`src/rtl/slice_fcarry_cfg.sv`:
```
// Logic slice with fracturable LUTs, a ripple carry chain and a serial configuration loader.
// Configuration is shifted into a shadow register and copied to the active register in one commit.
//
//   state     | meaning
//   ST_IDLE   | no load in progress; the first cfg_en bit starts a load
//   ST_LOAD   | shifting stream bits into the shadow register
//   ST_COMMIT | shadow copied to active, cfg_done raised on the same edge
module slice_fcarry_cfg #(
    parameter int LUT_INPUTS = 4,
    parameter int NUM_LUTS   = 4
) (
    input  logic                             clk,
    input  logic                             rst_n,
    input  logic                             cfg_en,
    input  logic                             cfg_in,
    input  logic                             cfg_abort,
    output logic                             cfg_out,
    output logic                             cfg_busy,
    output logic                             cfg_done,
    input  logic [NUM_LUTS*LUT_INPUTS-1:0]   lut_in,
    input  logic                             ci,
    input  logic                             reg_ce,
    output logic                             co,
    output logic [2*NUM_LUTS-1:0]            out
);
    localparam int K        = LUT_INPUTS;
    localparam int TT       = 2**K;
    localparam int FW       = TT + 1;
    localparam int RM_LSB   = NUM_LUTS*FW;
    localparam int CFG_BITS = NUM_LUTS*FW + NUM_LUTS + 1;
    localparam int CW       = $clog2(CFG_BITS+1);

    typedef enum logic [1:0] {
        ST_IDLE   = 2'd0,
        ST_LOAD   = 2'd1,
        ST_COMMIT = 2'd2
    } state_t;

    state_t                state_q, state_d;
    logic [CW-1:0]         cnt_q, cnt_d;
    logic [CFG_BITS-1:0]   shadow_q, shadow_d;
    logic [CFG_BITS-1:0]   active_q, active_d;
    logic                  done_q, done_d;
    logic [2*NUM_LUTS-1:0] oreg_q;
    logic [2*NUM_LUTS-1:0] comb_out;
    logic [NUM_LUTS:0]     carry;
    logic [NUM_LUTS-1:0]   reg_mode;
    logic                  use_cc;

    always_comb begin
        state_d  = state_q;
        cnt_d    = cnt_q;
        shadow_d = shadow_q;
        active_d = active_q;
        done_d   = 1'b0;
        case (state_q)
            ST_IDLE: begin
                if (cfg_en) begin
                    shadow_d = {cfg_in, shadow_q[CFG_BITS-1:1]};
                    cnt_d    = CW'(1);
                    state_d  = ST_LOAD;
                end
            end
            ST_LOAD: begin
                // abort wins over a simultaneous shift
                if (cfg_abort) begin
                    cnt_d   = '0;
                    state_d = ST_IDLE;
                end else if (cfg_en) begin
                    shadow_d = {cfg_in, shadow_q[CFG_BITS-1:1]};
                    cnt_d    = cnt_q + CW'(1);
                    if (cnt_q == CW'(CFG_BITS-1)) begin
                        state_d = ST_COMMIT;
                    end
                end
            end
            ST_COMMIT: begin
                active_d = shadow_q;
                done_d   = 1'b1;
                cnt_d    = '0;
                state_d  = ST_IDLE;
            end
            default: begin
                state_d = ST_IDLE;
                cnt_d   = '0;
            end
        endcase
    end

    always_ff @(posedge clk or negedge rst_n) begin
        if (!rst_n) begin
            state_q  <= ST_IDLE;
            cnt_q    <= '0;
            shadow_q <= '0;
            active_q <= '0;
            done_q   <= 1'b0;
        end else begin
            state_q  <= state_d;
            cnt_q    <= cnt_d;
            shadow_q <= shadow_d;
            active_q <= active_d;
            done_q   <= done_d;
        end
    end

    // output flops are independent of commits; only reg_ce moves them
    always_ff @(posedge clk or negedge rst_n) begin
        if (!rst_n) begin
            oreg_q <= '0;
        end else if (reg_ce) begin
            oreg_q <= comb_out;
        end
    end

    assign reg_mode = active_q[RM_LSB +: NUM_LUTS];
    assign use_cc   = active_q[CFG_BITS-1];
    assign carry[0] = ci;

    for (genvar i = 0; i < NUM_LUTS; i++) begin : g_lut
        logic [K-1:0]  addr;
        logic [TT-1:0] tt;
        logic          frac;
        logic          hi_bit;
        logic          lo_bit;
        logic          a_bit;
        logic          b_bit;

        assign addr   = lut_in[K*i +: K];
        assign tt     = active_q[FW*i +: TT];
        assign frac   = active_q[FW*i + TT];
        assign hi_bit = tt[{1'b1, addr[K-2:0]}];
        assign lo_bit = tt[{1'b0, addr[K-2:0]}];
        // lower half-LUT is propagate, upper half is generate
        assign carry[i+1] = lo_bit ? carry[i] : hi_bit;

        always_comb begin
            a_bit = tt[addr];
            b_bit = tt[addr];
            if (use_cc) begin
                a_bit = lo_bit ^ carry[i];
                b_bit = lo_bit;
            end else if (frac) begin
                a_bit = hi_bit;
                b_bit = lo_bit;
            end
        end

        assign comb_out[2*i +: 2] = {b_bit, a_bit};
        assign out[2*i +: 2]      = reg_mode[i] ? oreg_q[2*i +: 2] : {b_bit, a_bit};
    end

    assign co       = use_cc ? carry[NUM_LUTS] : ci;
    assign cfg_out  = shadow_q[0];
    assign cfg_busy = (state_q != ST_IDLE);
    assign cfg_done = done_q;

endmodule

```
`config.mk`:
```
export PLATFORM = sky130hd
export DESIGN_NAME = slice_fcarry_cfg
export DESIGN_NICKNAME = d
export VERILOG_FILES = /design/src/rtl/slice_fcarry_cfg.sv
export SDC_FILE = /design/constraint.sdc
export NUM_CORES = 1
export LEC_CHECK = 0
export BUFFER_PORTS_ARGS = -buffer_cell sky130_fd_sc_hd__buf_2
export CORE_MARGIN = 4
export CORE_UTILIZATION = 55
export DETAILED_ROUTE_END_ITERATION = 6
export GPL_ROUTABILITY_DRIVEN = 0
export GPL_TIMING_DRIVEN = 0
export PLACE_DENSITY = 0.73
export RECOVER_POWER = 50
export SLEW_MARGIN = 20
export SYNTH_ARGS = -nofsm -noshare
export SYNTH_HDL_FRONTEND = slang
export SYNTH_SLANG_ARGS = --single-unit
```
`constraint.sdc`:
```
create_clock -name clk -period 2.1 [get_ports clk]
set_clock_uncertainty 0.1 [all_clocks]
set_input_delay 0.315 -clock clk [delete_from_list [all_inputs] [get_ports clk]]
set_output_delay 0.315 -clock clk [all_outputs]
set_load 0.03 [all_outputs]
```
==> impl_results.md <==
* Met2 Use GR at between 30% and 40%
* Post-Syn Nets at between 500 and 600
* Ys async rst share at 100%
* RSZ-0062 raised after global routing: true
* Final Critical Period at 2.97 ns
* Clock sinks at between 150 and 200
* Critical Path Fanout Max at 3
* Post-synth EDFFs at 0
* Initial Util at between 50% and 60%
* Final setup margin at -0.869 ns
* Gr ovfl total at 0
* IO Pins at 35
* #FFs+latches synth at 164
* Diode count at 0
* Final hold violations at 0
* Die X at around 120 um
* Antenna violations before repair at 0
* Final setup violation count at 11
* Bufs on Longest Clock Path at 2
* IO Port Bufs at 33
* Crit Path Category: register to output port
* Cell Rows at between 40 and 50
* DRT Pass-1 Iters at 4
* Yosys warning count at 0
* Data arrival, critical path at approximately 2.6 ns
* Vias in the first global route at 4459
* WL final at about 13 mm
* Mapped Cells at slightly below 500
* Failing checks: negative setup slack
* Fin. max-slew vios at 0
* Most common cell after layout, fill and taps aside: dfrtp_1
* Met3 GRT Util at approximately 4.2%
* Chip height at 121 um
* CP Data Required Time at ~1.7 ns
* GRT Total Usage at about a fifth
* Vias at between 4000 and 5000
* CTS tree: done
* Beginning of the critical path: active_q[5]$_DFFE_PN0P_
* Power, Total at around 7.3 mW
* Global route hottest layer: met2
* Critical R2R Launch: active_q[5]$_DFFE_PN0P_
* Final #Nets at between 500 and 600
* Die ar. at between 10000 and 15000 um2
* DR vias/cell at roughly 5.5
* Core outline area at 12600 um2
* CTS buffer count at 17
* LEAKAGE at 4.11 nW
* Post-route DRC at 0
* Met1 usage at between 20% and 30%
* CP Capture Type: output port
* Finished Core Util at 67.1%
* Actual slew at the worst max-slew pin at ~1.3 ns
* Final period util at 141%
* Fmax at ~340 MHz
* Max-slew headroom at 11.4%
* Synth-to-Final Area Change at 20.0%
* Hold Path Class: input pin to register
* Post-Syn Area at 7060 um2
* Outcome: finished, violations left
* Ys flop type: dfrtp_1
* Seq/Total Area, Yosys at between 50% and 60%
* CTS clk-pin slew, worst paths at 0.06 ns
* WHS at 0.0261 ns
* Max VDD drop at between 0.6 and 0.7 mV
* Layout cell share with drive strength beyond 1 at a little under 50%
* Drt first-iter violations at about 250
* WL/cell at 17.3 um
* Hold Path Origin: cfg_in
* H-Tree Depth at 4
* Commonest non-fill, non-tap cells in the layout: dfrtp_1 (164), mux2_2 (146), nand2_1 (27)
* Startpoint Class: register
* Fillers at ~900
* Pwr/cell area at 857 nW/um2
* Avg Cell Area, Syn at about 14 um2
* First-pass GRT wire length at between 20 and 25 mm
* Later-pin clock latency in the skew report at around 0.42 ns
* Clock root cell: clkbuf_16
* Hpwl dp at between 8 and 9 mm
* Max-cap violation count at 0
* Post-synth cell types at 37
* Non-filler instance count after layout at ~750
* Pre-CTS setup slack at -0.791 ns
* Largest net degree at the start of global routing at between 90 and 100
* Placed insts at 697
* DRT antenna net count at 0
cell type report:
type                       instances  area [um2]  share of cell area (%)
clock inverter                    10         155                    1.83
sequential                       164        4100                    48.4
multi-input combinational        298        3030                    35.8
clock buffer                      22         454                    5.36
tap                              172         215                    2.54
inverter                           7        26.3                   0.310
timing repair buffer              53         388                    4.58
buffer                            21        95.1                    1.12
kinds of logic after synthesis:
group                      share of synthesized area, %
and+or+nand+nor                                    4.32
DFF                                                58.1
buffers and inverters                              1.54
AOI/OAI and AO/OA                                  4.18
muxes                                              30.9
xor gates and xnor gates                          0.620
adders and majority gates                         0.354
cells in the mapped netlist, types with 3 or more instances:
| cell | number | area (um2) |
|---|---|---|
| dfrtp_1 | 164 | 4100 |
| a21oi_1 | 13 | 65.1 |
| nor3b_1 | 3 | 22.5 |
| clkbuf_1 | 22 | 82.6 |
| mux2_2 | 150 | 1690 |
| o21ai_0 | 19 | 95.1 |
| xor2_1 | 3 | 26.3 |
| mux4_1 | 4 | 105 |
| mux4_2 | 12 | 270 |
| a2bb2oi_1 | 4 | 35.0 |
| nand3_1 | 4 | 20.0 |
| nor3_1 | 5 | 25.0 |
| nand2_1 | 27 | 101 |
| o31ai_1 | 3 | 22.5 |
| inv_1 | 7 | 26.3 |
| mux2i_2 | 3 | 41.3 |
| mux2i_1 | 5 | 50.1 |
| nor2_1 | 21 | 78.8 |
metrics by stage:
stage / setup TNS [ns] / area (um2)
finish: -5.89 / 8470
global route: -8.52 / 8470
CTS: -5.98 / 8390
detailed placement: -26.77 / 7520
global placement: -307.66 / 7480
floorplan: -1.14 / 7100
final timing paths:
check / to / slack [ns] / cells past startpoint
worst max register to register: oreg_q[6]$_DFFE_PN0P_ / -0.19 / 7
worst max-delay path: co / -0.87 / 7
min in group asynchronous: shadow_q[3]$_DFFE_PN0P_ / 0.67 / 2
max in group asynchronous: active_q[46]$_DFFE_PN0P_ / 0.26 / 3
worst min register to register: oreg_q[5]$_DFFE_PN0P_ / 0.38 / 2
worst min-delay path: shadow_q[72]$_DFFE_PN0P_ / 0.03 / 2
metal layers:
layer | vias up | wire, um
met5 | - | 0
met4 | 0 | 239
met1 | 2116 | 5740
met3 | 20 | 394
met2 | 69 | 6570
li1 | 1924 | -
registers in the layout, summed over array words and instances, names as in the netlist:
| name | cells |
|---|---|
| shadow_q | 73 |
| cfg_done | 1 |
| cnt_q | 7 |
| active_q | 73 |
| oreg_q | 8 |
| state_q | 2 |
critical path: stages, from the launching register on:
cell	delay, ns
dfrtp_1	0.38
mux4_2	0.50
mux2i_4	0.22
mux2i_4	0.38
o311ai_4	0.13
o21ai_1	0.26
o21ai_2	0.08
buf_2	0.18
repair_timing:
item | 4_1_cts | 5_1_grt
gates cloned | 0 | 0
setup endpoints to repair | 118 | 82
gates resized for setup | 40 | 26
endpoints found under the hold margin | 98 | 0
hold buffers | 2 | 0
setup buffers | 12 | 7
pin swaps | 2 | 2
power by group:
| group | internal [mW] | switching (mW) |
|---|---|---|
| logic | 0.275 | 0.259 |
| clock network | 2.01 | 1.17 |
| registers | 3.38 | 0.171 |
(Power assumes the default switching activity.)
